### config.mk
export PLATFORM = sky130hd
export DESIGN_NAME = hci_parity_fault_collector
export DESIGN_NICKNAME = d
export VERILOG_FILES = /design/src/rtl/hci_parity_fault_collector.sv
export SDC_FILE = /design/constraint.sdc
export NUM_CORES = 1
export LEC_CHECK = 0
export CAP_MARGIN = 20
export CELL_PAD_IN_SITES_DETAIL_PLACEMENT = 0
export CELL_PAD_IN_SITES_GLOBAL_PLACEMENT = 1
export CORE_MARGIN = 4
export CORE_UTILIZATION = 41
export DETAILED_ROUTE_END_ITERATION = 10
export PLACE_DENSITY = 0.89
export SYNTH_ARGS = -nofsm -noshare
export SYNTH_HDL_FRONTEND = slang
export SYNTH_SLANG_ARGS = --single-unit
### constraint.sdc
create_clock -name clk_i -period 3.6 [get_ports clk_i]
set_input_delay 0.72 -clock clk_i [delete_from_list [all_inputs] [get_ports clk_i]]
set_output_delay 0.72 -clock clk_i [all_outputs]
set_load 0.01 [all_outputs]
### src/rtl/hci_parity_fault_collector.sv
// hci_parity_fault_collector
//   Collects the registered fault pulses of the HCI parity sinks. It keeps a
//   sticky flag and a saturating event counter per sink, a saturating total,
//   and the index of the first sink that faulted. It raises an interrupt on
//   the first fault and an escalation flag once the total reaches
//   ESC_THRESHOLD. clear_i acknowledges and wipes all status.
//
// Ports
//   clk_i, rst_ni   clock, async active-low reset
//   fault_i         per-sink fault pulse (bit i = sink i)
//   mask_i          per-sink, per-cycle ignore
//   clear_i         single-cycle acknowledge
//   irq_o           level interrupt (FAULT or ESCALATED)
//   escalate_o      level escalation (ESCALATED)
//   sticky_o        per-sink sticky fault flags
//   first_valid_o   first_idx_o is valid
//   first_idx_o     lowest faulting index of the first faulting cycle
//   total_cnt_o     saturating total of unmasked fault events
//   sink_cnt_o      per-sink saturating counters, sink i at [i*CNT_W +: CNT_W]

// Per-sink slice: sticky flag plus saturating event counter.
module hci_parity_fault_collector_sink #(
  parameter int CNT_W = 8
) (
  input  logic             clk_i,
  input  logic             rst_ni,
  input  logic             clear_i,
  input  logic             fault_i,   // already masked
  output logic             sticky_o,
  output logic [CNT_W-1:0] cnt_o
);
  logic             sticky_nxt;
  logic [CNT_W-1:0] cnt_nxt;

  // Clear acts first, then this cycle's fault lands on the cleared value.
  always_comb begin
    sticky_nxt = (clear_i ? 1'b0 : sticky_o) | fault_i;
    cnt_nxt    = clear_i ? '0 : cnt_o;
    if (fault_i && (cnt_nxt != '1)) cnt_nxt = cnt_nxt + 1'b1;
  end

  always_ff @(posedge clk_i or negedge rst_ni) begin
    if (!rst_ni) begin
      sticky_o <= 1'b0;
      cnt_o    <= '0;
    end else begin
      sticky_o <= sticky_nxt;
      cnt_o    <= cnt_nxt;
    end
  end
endmodule

module hci_parity_fault_collector #(
  parameter int N_SINKS       = 4,
  parameter int CNT_W         = 8,
  parameter int ESC_THRESHOLD = 4,
  parameter int IDX_W         = (N_SINKS > 1) ? $clog2(N_SINKS) : 1
) (
  input  logic                     clk_i,
  input  logic                     rst_ni,
  input  logic [N_SINKS-1:0]       fault_i,
  input  logic [N_SINKS-1:0]       mask_i,
  input  logic                     clear_i,
  output logic                     irq_o,
  output logic                     escalate_o,
  output logic [N_SINKS-1:0]       sticky_o,
  output logic                     first_valid_o,
  output logic [IDX_W-1:0]         first_idx_o,
  output logic [CNT_W-1:0]         total_cnt_o,
  output logic [N_SINKS*CNT_W-1:0] sink_cnt_o
);
  localparam int PC_W  = $clog2(N_SINKS + 1);
  localparam int SUM_W = ((CNT_W > PC_W) ? CNT_W : PC_W) + 1;
  localparam logic [SUM_W-1:0] CNT_MAX = SUM_W'({CNT_W{1'b1}});
  localparam logic [CNT_W-1:0] THR     = CNT_W'(ESC_THRESHOLD);

  typedef enum logic [1:0] {IDLE, FAULT, ESCALATED} state_e;

  state_e                          state_q, state_base, state_nxt;
  logic [N_SINKS-1:0]              f;
  logic [N_SINKS-1:0][CNT_W-1:0]   sink_cnt;
  logic [PC_W-1:0]                 pc;
  logic [SUM_W-1:0]                sum;
  logic [CNT_W-1:0]                total_nxt;
  logic [IDX_W-1:0]                low_idx, first_idx_nxt;
  logic                            first_valid_nxt;

  assign f          = fault_i & ~mask_i;
  assign sink_cnt_o = sink_cnt;

  for (genvar i = 0; i < N_SINKS; i++) begin : g_sink
    hci_parity_fault_collector_sink #(.CNT_W(CNT_W)) u_sink (
      .clk_i    (clk_i),
      .rst_ni   (rst_ni),
      .clear_i  (clear_i),
      .fault_i  (f[i]),
      .sticky_o (sticky_o[i]),
      .cnt_o    (sink_cnt[i])
    );
  end

  // Popcount and lowest set index of the effective fault vector.
  always_comb begin
    pc      = '0;
    low_idx = '0;
    for (int i = 0; i < N_SINKS; i++) pc = pc + PC_W'(f[i]);
    for (int i = N_SINKS - 1; i >= 0; i--) if (f[i]) low_idx = IDX_W'(i);
  end

  // Total: clear first, then add; clamp instead of wrapping.
  always_comb begin
    sum       = SUM_W'(clear_i ? '0 : total_cnt_o) + SUM_W'(pc);
    total_nxt = (sum > CNT_MAX) ? '1 : sum[CNT_W-1:0];
  end

  // First capture only when nothing is held after this cycle's clear.
  always_comb begin
    first_valid_nxt = clear_i ? 1'b0 : first_valid_o;
    first_idx_nxt   = clear_i ? '0   : first_idx_o;
    if (!first_valid_nxt && (f != '0)) begin
      first_valid_nxt = 1'b1;
      first_idx_nxt   = low_idx;
    end
  end

  // Next state from the post-clear state, so clear+fault lands in FAULT or
  // straight in ESCALATED. In IDLE the post-clear total is 0, so comparing
  // total_nxt there is the popcount-alone check.
  always_comb begin
    state_base = clear_i ? IDLE : state_q;
    state_nxt  = state_base;
    unique case (state_base)
      IDLE:      if (f != '0) state_nxt = (total_nxt >= THR) ? ESCALATED : FAULT;
      FAULT:     if (total_nxt >= THR) state_nxt = ESCALATED;
      ESCALATED: state_nxt = ESCALATED;
      default:   state_nxt = IDLE;
    endcase
  end

  always_ff @(posedge clk_i or negedge rst_ni) begin
    if (!rst_ni) begin
      state_q       <= IDLE;
      irq_o         <= 1'b0;
      escalate_o    <= 1'b0;
      total_cnt_o   <= '0;
      first_valid_o <= 1'b0;
      first_idx_o   <= '0;
    end else begin
      state_q       <= state_nxt;
      irq_o         <= (state_nxt != IDLE);
      escalate_o    <= (state_nxt == ESCALATED);
      total_cnt_o   <= total_nxt;
      first_valid_o <= first_valid_nxt;
      first_idx_o   <= first_idx_nxt;
    end
  end
endmodule

== After elaboration in Yosys (flattened, before gate mapping) ==
Index checks and enable logic that the tools add are counted.

* Register bits: 51
* Input port bits: 11
* Output and inout bits: 49

* $add $sub $neg: 8
* $lt $le $gt $ge: 2
* Eq/ne operators: 7
* Muxes and demuxes: 27
* Bitwise logic cells: 6
* Reductions and logical operators: 10

{| class="wikitable"
|+ Operator list
! kind !! number
|-
| $mux W8 || 10
|-
| $add A8 B1 Y8 const B || 4
|-
| $ne A8 B8 Y1 const B || 4
|-
| $mux W2 || 10
|-
| $add A8 B3 Y9 || 1
|-
| $gt A9 B8 Y1 const B || 1
|-
| $ge A8 B3 Y1 const B || 1
|-
| $mux W1 || 6
|-
| $pmux W2 S3 || 1
|-
| $logic_and A1 B1 Y1 || 5
|-
| $and A4 B4 Y4 || 1
|-
| $eq A2 B2 Y1 const B || 2
|-
| $not A4 Y4 || 1
|-
| $or A1 B1 Y1 || 4
|-
| $reduce_bool A2 Y1 || 2
|-
| $reduce_bool A4 Y1 || 1
|-
| $add A2 B1 Y3 || 1
|-
| $add A3 B1 Y3 || 1
|-
| $add A1 B1 Y2 || 1
|-
| $eq A2 B1 Y1 const B || 1
|-
| $logic_not A2 Y1 || 1
|-
| $logic_not A1 Y1 || 1
|}

== Longest topological paths before layout ==
* Depth in word-level cells: 13
* Gate-level depth with buffers: 11
* Gate-level depth less buffers: 10

== Cells and area by module ==
From an unflattened synthesis, not the netlist that was laid out.

* Cells, all modules: 271
* Area, all modules: 2,777.7 sq um

{| class="wikitable"
|+ Modules (own cells, without submodules)
! module !! instances !! cells an instance !! area each (sq um) !! sequential area each (sq um)
|-
| hci_parity_fault_collector_sink || 4 || 43 || 442.9 || 225.2
|-
| hci_parity_fault_collector || 1 || 99 || 1,006.0 || 375.4
|}

== Worst setup path before layout ==
No wires, ideal clock.

* Path type: input to register
* Start point: input fault_i[0]
* End point: register escalate_o
* Arrival: 3.247 ns
* Required time: 3.471 ns
* Setup slack: 0.223 ns
* Stages on the path: 11
* Path through: nor2b_1 buf_2 xnor2_1 xor2_1 fa_1 fa_1 nand4b_1 nor2_2 mux2i_1 a211o_1 o41a_1

* Longest elaborated chain between the ends: 12

{| class="wikitable"
|+ RTL lines
! item !! line !! text
|-
| start, declared || 61 || <nowiki>input logic [N_SINKS-1:0] fault_i,</nowiki>
|-
| $and A4 B4 Y4 * || 88 || <nowiki>assign f = fault_i & ~mask_i;</nowiki>
|-
| $add A1 B1 Y2 * || 106 || <nowiki>for (int i = 0; i < N_SINKS; i++) pc = pc + PC_W'(f[i]);</nowiki>
|-
| $add A2 B1 Y3 * || 106 ||
|-
| $add A3 B1 Y3 * || 106 ||
|-
| $add A8 B3 Y9 * || 112 || <nowiki>sum = SUM_W'(clear_i ? '0 : total_cnt_o) + SUM_W'(pc);</nowiki>
|-
| $gt A9 B8 Y1 || 113 || <nowiki>total_nxt = (sum > CNT_MAX) ? '1 : sum[CNT_W-1:0];</nowiki>
|-
| $mux W8 * || 113 ||
|-
| net total_nxt[6] || 84 || <nowiki>logic [CNT_W-1:0] total_nxt;</nowiki>
|-
| $ge A8 B3 Y1 * || 133, 134 ||
|-
| $mux W2 (2 in a row) || 133 || <nowiki>IDLE: if (f != '0) state_nxt = (total_nxt >= THR) ? ESCALATED : FAULT;</nowiki>
|-
| $pmux W2 S3 * || 132 || <nowiki>unique case (state_base)</nowiki>
|-
| $eq A2 B2 Y1 * || 151 || <nowiki>escalate_o <= (state_nxt == ESCALATED);</nowiki>
|-
| end signal, assigned || 151 ||
|-
| end, declared || 65 || <nowiki>output logic escalate_o,</nowiki>
|}

Mark *: on every way through the listed nets, which the timed path passes. The rest lies on a longest branch.
A chain may end at the register's enable or synchronous reset.

== Final worst setup path ==
* Start point: input fault_i[3]
* End point: register escalate_o

* Longest elaborated chain between the ends: 10

{| class="wikitable"
|+ RTL lines
! item !! line
|-
| $and A4 B4 Y4 * || 88
|-
| $add A3 B1 Y3 * || 106
|-
| $add A8 B3 Y9 * || 112
|-
| $gt A9 B8 Y1 || 113
|-
| $mux W8 * || 113
|-
| net total_nxt[6] || 84
|-
| $ge A8 B3 Y1 * || 133, 134
|-
| $mux W2 (2 in a row) || 133
|-
| $pmux W2 S3 * || 132
|-
| $eq A2 B2 Y1 * || 151
|}

Marked as above.

==> flow_metrics.env <==
export IMPL_critical_path_buf_inv_count=1
export IMPL_syn_instance_count=262
export IMPL_clk_latency_ps=300
export IMPL_final_layout_size_suffix_gt1_share_pct=8.84
export IMPL_antennaDiodeCount=0
export IMPL_slowest_delay_ps=480
export IMPL_drc_errors=0
export IMPL_die_extent_in_x_um=88.5
export IMPL_yosysTopAreaCell="sky130_fd_sc_hd__dfrtp_1"
export IMPL_cts_tree="built"
export IMPL_grt_overflow=0
export IMPL_first_global_vias=2072
export IMPL_timing_critical_path_mode_cell="sky130_fd_sc_hd__fa_1"
export IMPL_cts_resized=0
export IMPL_cts_hold_buffers_added=0
export IMPL_buffers_inserted_by_post_cts_timing_repair=0
export IMPL_slew_at_the_pin_with_the_worst_max_slew_slack_ps=753
export IMPL_timing_rr_end="escalate_o"
export IMPL_syn_num_nets=280
export IMPL_yosys_warning_total=0
export IMPL_place_detailed_hpwl_mm=4.30
export IMPL_finish_net_count=345
export IMPL_fin_crit_ps=3470
export IMPL_rsz0062_at_grt="no"
export IMPL_asyncSetResetFlopFracSynth_pct=100
export IMPL_std_cell_rows=29
export IMPL_power_density_nw_per_um2=364
export IMPL_detail_route_iter0_violations=123
export IMPL_critical_path_top_delay_family="adder cells"
export IMPL_cts_root_buf="sky130_fd_sc_hd__clkbuf_8"
export IMPL_vias_per_cell=5.19
export IMPL_critical_path_slowest_cell="sky130_fd_sc_hd__fa_1"
export IMPL_cts_buffers_inserted=5
export IMPL_timing_final_hold_violations=0
export IMPL_yosys_top_cells_area="sky130_fd_sc_hd__dfrtp_1 48%, sky130_fd_sc_hd__xnor2_1 7.6%, sky130_fd_sc_hd__nor2b_1 5.9%"
export IMPL_grt_max_degree=45
export IMPL_report_power_total_w=0.00125
export IMPL_post_dr_wirelength_cell_um=14.6
export IMPL_critical_path_max_fanout=3
export IMPL_core_region_area_um2=6310
export IMPL_cp_data_arrival_time_ps=3650
export IMPL_post_synth_num_cell_types=46
export IMPL_port_buffer_count=59
export IMPL_postSynthAreaPerCell_um2=10.1
export IMPL_fillerInstances=590
export IMPL_initial_core_util_pct=42.1
export IMPL_maximum_clock_insertion_buffer_count=2
export IMPL_timing_rr_start="total_cnt_o[0]"
export IMPL_routed_via_count=2102
export IMPL_report_final_slew_viol_count=0
export IMPL_flip_flop_and_latch_count_after_synthesis=51
export IMPL_yosysTopAreaCellShare_pct=48.0
export IMPL_drt_first_pass_iters=4
export IMPL_cells_traversed_along_the_worst_timing_path="clkdlybuf4s50_1, nor2b_2, xnor2_1, xor2_1, fa_1, fa_1, nand4b_1, nor2_2, mux2i_1, a211o_1, o41a_1"
export IMPL_crit_path_end_kind="flop"
export IMPL_floorplan_io_pins=60
export IMPL_peak_ir_drop_on_the_vdd_network_v=0.000249
export IMPL_min_period_over_period_pct=96.3
export IMPL_final_setup_viol_count=0
export IMPL_route_final_wire_length_mm=5.91
export IMPL_cp_num_cells=11
export IMPL_track_usage_pct=15.9
export IMPL_globalplace_congestion=0.776
export IMPL_status="completed"
export IMPL_h_tree_depth=2
export IMPL_postSynth_topFlopCell="sky130_fd_sc_hd__dfrtp_1"
export IMPL_leakage_nw=1.46
export IMPL_worst_ep_required_time_ps=3790
export IMPL_postRouteAntennaNets=0
export IMPL_critPathLaunchType="primary input"
export IMPL_cts_clk_slew_worst_paths_ps=100
export IMPL_die_y_um=88.5
export IMPL_synth_edff_count=0
export IMPL_synth_area_um2=2660
export IMPL_maxSlewHeadroom_pct=49.8
export IMPL_die_area_um2=7830
export IMPL_grt_antenna_before_repair=0
export IMPL_synth_seq_area_share_pct=48.0
export IMPL_worstHoldPathType="primary input to async pin"
export IMPL_final_core_utilization_pct=54.6
export IMPL_r2r_slack_ps=1050
export IMPL_max_cap_viol_count=0
export IMPL_finalClockSkew_ps=9.06
export IMPL_reg2reg_depth=8
export IMPL_max_clock_freq_ghz=0.288
export IMPL_cts_sinks=51
export IMPL_grt_pass1_wl_mm=9.87
export IMPL_syn2layout_area_growth_pct=29.7
export IMPL_critical_path_class="primary input to flop"
## synth_stat cells (5+ instances only)
| master | count |
|---|---|
| sky130_fd_sc_hd__nand4_1 | 9 |
| sky130_fd_sc_hd__o21ai_0 | 7 |
| sky130_fd_sc_hd__inv_1 | 7 |
| sky130_fd_sc_hd__xor2_1 | 8 |
| sky130_fd_sc_hd__nor3_1 | 8 |
| sky130_fd_sc_hd__nor2_1 | 17 |
| sky130_fd_sc_hd__nor2b_1 | 25 |
| sky130_fd_sc_hd__a21oi_1 | 6 |
| sky130_fd_sc_hd__dfrtp_1 | 51 |
| sky130_fd_sc_hd__ha_1 | 5 |
| sky130_fd_sc_hd__nand2_1 | 30 |
| sky130_fd_sc_hd__xnor2_1 | 23 |
## placed cells by master, fill, tap and decap left out, types with 2 or more instances in the layout
cell and count:
sky130_fd_sc_hd__clkdlybuf4s50_1 58, sky130_fd_sc_hd__dfrtp_1 51, sky130_fd_sc_hd__nand2_1 30, sky130_fd_sc_hd__nor2b_1 23
sky130_fd_sc_hd__xnor2_1 23, sky130_fd_sc_hd__nor2_1 17, sky130_fd_sc_hd__buf_4 11, sky130_fd_sc_hd__nand4_1 9
sky130_fd_sc_hd__xor2_1 8, sky130_fd_sc_hd__nor3_1 8, sky130_fd_sc_hd__inv_1 7, sky130_fd_sc_hd__o21ai_0 7
sky130_fd_sc_hd__a21oi_1 6, sky130_fd_sc_hd__ha_1 5, sky130_fd_sc_hd__clkbuf_8 5, sky130_fd_sc_hd__nand3b_1 4
sky130_fd_sc_hd__nand3_1 4, sky130_fd_sc_hd__a21o_1 4, sky130_fd_sc_hd__and4b_1 3, sky130_fd_sc_hd__nand2b_1 3
sky130_fd_sc_hd__o31ai_1 3, sky130_fd_sc_hd__o31a_1 3, sky130_fd_sc_hd__or3_1 3, sky130_fd_sc_hd__nor2b_2 2
sky130_fd_sc_hd__nor2_2 2, sky130_fd_sc_hd__mux2i_1 2, sky130_fd_sc_hd__o311ai_1 2, sky130_fd_sc_hd__o41a_1 2
sky130_fd_sc_hd__fa_1 2
## layout make-up
cell class	count	area, um^2	area share (%)
clock buffer	6	72.6	2.11
clock inverter	2	12.5	0.363
inverter	8	30.0	0.871
multi-input combinational	191	1290	37.5
sequential	51	1280	37.0
tap	77	96.3	2.79
timing repair buffer	70	668	19.4
## where the power goes
| part | leakage (nW) | internal (W) | total, W | switching, W |
|---|---|---|---|---|
| Combinational | 0.737 | 0.000147 | 0.000271 | 0.000124 |
| Sequential | 0.679 | 0.000621 | 0.000659 | 0.0000383 |
| Clock | 0.0412 | 0.000136 | 0.000324 | 0.000188 |
| Total | 1.46 | 0.000904 | 0.00125 | 0.000350 |
## routing by layer
layer  part of all wire, %  track usage (%)
met3                   5.3             3.17
met5                     0                0
met4                  0.39             3.30
met2                    47             25.5
met1                    47             22.4
## cells by family (layout without fill, tap and decap cells)
kind of cell / after synthesis / count (layout) / synth area share [%]
adders and majority gates: 8 / 8 / 4.24
muxes: 4 / 4 / 1.74
and+or+nand+nor: 113 / 113 / 22.7
DFF: 51 / 51 / 48.0
xor gates and xnor gates: 31 / 31 / 10.2
AOI/OAI and AO/OA: 35 / 35 / 9.46
buffers and inverters: 20 / 86 / 3.58
## state kept, by name, indices dropped and copies added (netlist names)
register,count
escalate_o,1
first_idx_o,2
first_valid_o,1
g_sink.u_sink.cnt_o,32
g_sink.u_sink.sticky_o,4
irq_o,1
state_q,2
total_cnt_o,8
## worst max path at each step
stage,from,end
floorplan,fault_i[0],escalate_o
global placement,fault_i[3],escalate_o
detailed placement,fault_i[3],state_q[1]
CTS,fault_i[3],escalate_o
global route,fault_i[3],escalate_o
finish,fault_i[3],escalate_o
## metrics by stage
stage                     std cells  setup TNS (ps)  setup slack [ps]  hold slack (ps)  area [um^2]
final                           405               0               132              470         3450
after global routing            405               0              8.19              495         3450
after CTS                       405               0              37.4              487         3440
after detailed placement        397            -709              -291              473         3360
after global placement          397            -436              -196              461         3360
after floorplan                 262               0               223              424         2660
Power figures use the tool's default switching activity.
==> patch 1: new RTL, same flow settings <==
Make the reset (`rst_ni`) synchronous in 2 clocked blocks. Comments in the files are not updated.
--- a/src/rtl/hci_parity_fault_collector.sv
+++ b/src/rtl/hci_parity_fault_collector.sv
@@ -39,7 +39,7 @@
     if (fault_i && (cnt_nxt != '1)) cnt_nxt = cnt_nxt + 1'b1;
   end
 
-  always_ff @(posedge clk_i or negedge rst_ni) begin
+  always_ff @(posedge clk_i) begin
     if (!rst_ni) begin
       sticky_o <= 1'b0;
       cnt_o    <= '0;
@@ -137,7 +137,7 @@
     endcase
   end
 
-  always_ff @(posedge clk_i or negedge rst_ni) begin
+  always_ff @(posedge clk_i) begin
     if (!rst_ni) begin
       state_q       <= IDLE;
       irq_o         <= 1'b0;
Check against the original RTL: differs if rst_ni is asserted again (counterexample within 4 cycles, from zero or initial values and one cycle with rst_ni low); with rst_ni held inactive, the same outputs for 10 cycles.
==> patch 1 against the unedited design <==
Setup slack worse by 5.8 ps; cell count up 7.7%; critical path type unchanged; register-to-register slack better by 50 ps; design area up 1.9%; power down 15%; routed wire length up 0.73%; global-route usage down 0.81 points; sequential cell count unchanged; area after synthesis up 2.5%; via count up 6.0%.
==> patch 1: results (changes against the unedited design) <==
Parameter                              Value

Critical path
  Kind of cell adding the most delay to the critical path    adder cells
  Critical register-to-register path endpoint    state_q[1]$_SDFF_PN0_
  Minimum setup slack among reg-to-reg paths    1100 ps (+50 ps)
  Worst Setup SP    mask_i[1]
  Peak fanout along the critical path    2 (-1)
  Setup crit end    state_q[1]$_SDFF_PN0_
  Worst flop-to-flop path startpoint    total_cnt_o[0]$_SDFF_PN0_
  WP data arrival    3670 ps (+20 ps)

Worst hold path
  Hold Path Depth    2
  Worst Hold Class    flop to flop
  Hold Path Sink    g_sink[2].u_sink.sticky_o$_SDFF_PN0_
  Startpoint of the lowest-slack hold path    g_sink[2].u_sink.sticky_o$_SDFF_PN0_

Synth
  Xor-xnor portion of the synthesized cell area    8.035% (-2.2 points)
  Sequential fraction of the synthesis area    37.47% (-11 points)
  Main synth FF type    sky130_fd_sc_hd__dfxtp_1
  Synthesized-area fraction occupied by ao, oa, aoi and oai cells    14.88% (+5.4 points)
  Cells taking the most area after synthesis    sky130_fd_sc_hd__dfxtp_1 37%, sky130_fd_sc_hd__xnor2_1 4.8%, sky130_fd_sc_hd__nor2b_1 4.6%
  Fraction of synthesis flops using an asynchronous set or reset pin    0% (-100 points)
  Dominant combinational cell family by area after synthesis    simple AND/OR/NAND/NOR gates
  Multiplexer fraction of the synthesized cell area    2.388% (+0.65 points)
  Area share of fa/ha/maj cells after synthesis    3.765% (-0.47 points)
  Post-synthesis cell type count    52 (+13%)
  Net count after synthesis    315 (+13%)
  Most numerous cell types in the synthesized netlist    51 x sky130_fd_sc_hd__dfxtp_1, 21 x sky130_fd_sc_hd__nand2_1, 20 x sky130_fd_sc_hd__nor2b_1
  Mapped Cells    297 (+13%)

Placement
  Number of input and output port buffers inserted    59 (unchanged)
  Final weighted congestion of routability-driven global placement    0.7967 (+2.7%)
  Post-Place Cells    428 (+7.8%)
  DP Wirelength    4.390 mm (+2.1%)

Finish
  Ratio of cells with drive above 1 in the final layout    10.86% (+2.0 points)
  Non-filler cells in the finished layout    436 (+7.7%)
  Top register by number of flip-flops    g_sink.u_sink.cnt_o
  Diodes inserted    0 (unchanged)
  Net count reported at finish    376 (+9.0%)
  Largest registers    g_sink.u_sink.cnt_o: 32 flops, total_cnt_o: 8 flops, g_sink.u_sink.sticky_o: 4 flops

GRT
  Wire length of the first global-routing pass    9.494 mm (-3.8%)
  Vias in the first global route    2,057 (-0.72%)
  Maximum number of pins on one net before global-route repair    31 (-31%)
  Total global-route track usage    15.08% (-0.81 points)
  Antenna violations before repair    0 (unchanged)

Power and ir drop
  Worst-case vdd ir drop    0.1497 mV (-40%)
  Leak Pwr    1.286 nW (-12%)

Status
  Status    complete, no violations

Timing
  Headroom to the max-slew limit    60.89% (+11 points)
  Clk_skew    4.854 ps (-4.201 ps)

Clock tree
  Total CTS buffers    5 (unchanged)
  Clock slew at reported path FFs    90 ps

Route
  Average via count per standard cell    5.110 (-1.5%)
  Total routed wirelength    5.948 mm (+0.73%)
  Iteration-0 DRC Markers    84 (-32%)
## patch 1: cell count changes after synthesis, sizes merged, moves of 5 or more
cell,change
o21a,+10
a21boi,+5
a21oi,+13
nand2,-9
dfxtp,+51
and2,+13
and3,+9
xnor2,-8
dfrtp,-51
## patch 1: layout make-up
class / instances / area (sq um)
Multi-Input combinational cell: 224 / 1604
Tap cell: 77 / 96.34
Sequential cell: 51 / 1021
Clock inverter: 2 / 12.51
Inverter: 7 / 26.28
Timing Repair Buffer: 69 / 678.2
Clock buffer: 6 / 72.57
Fill cell: 591 / 2875
## patch 1: power breakdown
group	internal (mW)	total, mW	switching [mW]
combinational	0.0764	0.144	0.0679
clock	0.136	0.327	0.191
sequential	0.579	0.590	0.0112
## patch 1: metal layers
metal,wire [microns],vias to the layer above,track usage [%]
met4,61,0,5.277
met2,2854,44,26.12
met5,0,-,0
met3,285,5,2.304
li1,-,1142,-
met1,2746,1037,18.95
## patch 1: metrics by stage
| step | setup slack (ps) | hold WS, ps | area, sq um | util [%] |
|---|---|---|---|---|
| 3_3_place_gp | -166.9 | 466.7 | 3416 | 53.49 |
| 6_report | 126.1 | 481.6 | 3511 | 54.98 |
| 3_5_place_dp | -242.8 | 477.4 | 3416 | 53.49 |
| 2_1_floorplan | 61.92 | 452.9 | 2725 | - |
| 4_1_cts | 80.46 | 491.3 | 3501 | 54.82 |
| 5_1_grt | -4.253 | 515.4 | 3511 | 54.98 |
## patch 1: what timing repair did
action                     CTS  global route
gates resized for setup      0             2
setup endpoints to repair    0             2
setup buffers                0             0
==> patch 2: new RTL, same flow settings <==
Made on the original files. Set the parameter `N_SINKS` to 2 (it was 4).
--- a/src/rtl/hci_parity_fault_collector.sv
+++ b/src/rtl/hci_parity_fault_collector.sv
@@ -51,7 +51,7 @@
 endmodule
 
 module hci_parity_fault_collector #(
-  parameter int N_SINKS       = 4,
+  parameter int N_SINKS       = 2,
   parameter int CNT_W         = 8,
   parameter int ESC_THRESHOLD = 4,
   parameter int IDX_W         = (N_SINKS > 1) ? $clog2(N_SINKS) : 1
Interface: changed (5 resized); port bits go from 60 to 37. No check against the original RTL was run, so the function may have changed too.
==> patch 2 against the unedited design <==
Routed wire length decreased by 38%; setup slack improved by 400 ps; area after synthesis decreased by 37%; critical path depth unchanged; power decreased by 37%; count of clock-buffer cells in the layout unchanged; design area decreased by 37%; sequential cell count decreased by 19; sequential power decreased by 41%; combinational power decreased by 60%; via count decreased by 37%; sequential share of layout area decreased by 0.35 points; largest power group unchanged.
==> patch 2: results (changes against the unedited design) <==
Parameter                              Value

Synth
  Most numerous cell types in the synthesized netlist    32 x sky130_fd_sc_hd__dfrtp_1, 13 x sky130_fd_sc_hd__nand2_1, 11 x sky130_fd_sc_hd__o21ai_0
  Area share of fa/ha/maj cells after synthesis    3.433% (-0.80 points)
  Net count after synthesis    170 (-39%)
  Synthesized-area fraction occupied by ao, oa, aoi and oai cells    11.87% (+2.4 points)
  Cells taking the most area after synthesis    sky130_fd_sc_hd__dfrtp_1 48%, sky130_fd_sc_hd__nor2b_1 3.7%, sky130_fd_sc_hd__xnor2_1 3.7%
  Top cell type's share of synthesized area    47.76% (-0.26 points)
  Xor-xnor portion of the synthesized cell area    6.791% (-3.4 points)
  Post-synthesis cell type count    45 (-2.2%)

Finish
  Multi-input gate share of the layout cell area    37.08% (-0.38 points)
  Clock network contribution to total cell area    4.241% (+1.8 points)
  Net count reported at finish    211 (-39%)
  Share of final layout cell area taken by non-clock buffers    17.54% (-1.8 points)
  Multi-input combinational cell count    112 (-41%)
  Buffers, non-clock    39 (-44%)
  Ratio of cells with drive above 1 in the final layout    10.45% (+1.6 points)
  Number of fill cells    332 (-44%)
  Number of non-clock inverters    10 (+2)
  Sequential share of cell area    36.68% (-0.35 points)
  Largest registers    g_sink.u_sink.cnt_o: 16 flops, total_cnt_o: 8 flops

Power and ir drop
  Power per Cell Area    359.2 mW/mm^2 (-1.3%)
  Logic power comb    0.109 mW (-60%)
  Leak Pwr    0.9915 nW (-32%)
  Net switching fraction of the power    25.12% (-2.8 points)
  Worst-case vdd ir drop    0.2558 mV (+2.6%)
  Share of total power in sequential cells    50.0% (-2.6 points)

GRT
  Wire length of the first global-routing pass    6.451 mm (-35%)
  Met3 demand-to-capacity share in global routing    4.986% (+1.8 points)
  GRT met2 Usage    25.71% (+0.22 points)
  Met1 capacity usage during global routing    20.54% (-1.9 points)
  Total global-route track usage    15.62% (-0.27 points)
  Maximum number of pins on one net before global-route repair    37 (-18%)

Critical path
  Peak fanout along the critical path    6 (+3)
  Worst Setup SP    fault_i[1]
  Slowest stage cell, crit path    sky130_fd_sc_hd__clkdlybuf4s50_1
  Minimum setup slack among reg-to-reg paths    1310 ps (+260 ps)
  Longest individual stage delay on the worst path    450 ps (-30 ps)
  Kind of cell adding the most delay to the critical path    simple AND/OR/NAND/NOR gates
  WP data arrival    3240 ps (-410 ps)

Route
  Met2 routed wirelength    1.801 mm (-35%)
  Total met3 wirelength after detailed routing    210 microns (-33%)
  Number of vias in the routed layout    1,319 (-37%)
  Met1 wire length    1.636 mm (-41%)
  Topmost layer with routed signal wires    met3
  Iteration-0 DRC Markers    76 (-38%)
  Routed length per instance    14.65 microns (+0.45%)

Placement
  Final weighted congestion of routability-driven global placement    0.7771 (+0.19%)
  Number of input and output port buffers inserted    36 (-39%)

Status
  Status    complete, no violations

Worst hold path
  Worst Hold Class    flop to flop

Timing
  Clk_skew    4.146 ps (-4.909 ps)
  Headroom to the max-slew limit    63.58% (+14 points)

Clock tree
  Clock Latency Late Sink    280 ps (-20 ps)
  Clock Sink Count    32 (-37%)
  Clock slew at reported path FFs    70 ps (-30 ps)
## patch 2: cell types whose count changed after synthesis, moves of 5 or more
cell / before / now
sky130_fd_sc_hd__nor2b_1: 25 / 10
sky130_fd_sc_hd__nor2_1: 17 / 6
sky130_fd_sc_hd__nand4_1: 9 / 4
sky130_fd_sc_hd__nand2_1: 30 / 13
sky130_fd_sc_hd__dfrtp_1: 51 / 32
sky130_fd_sc_hd__xnor2_1: 23 / 7
## patch 2: stage by stage
stage	worst slack [ps]	utilization (%)	hold slack (ps)	instances	cell area, sq um
after global routing	296.5	57.48	521.3	249	2183
final	532.7	57.48	483.8	249	2183
after floorplan	674.0	-	424.4	159	1677
after CTS	508.7	57.48	483.7	249	2183
after global placement	325.3	55.04	464.2	241	2091
after detailed placement	212.4	55.04	475.0	241	2091
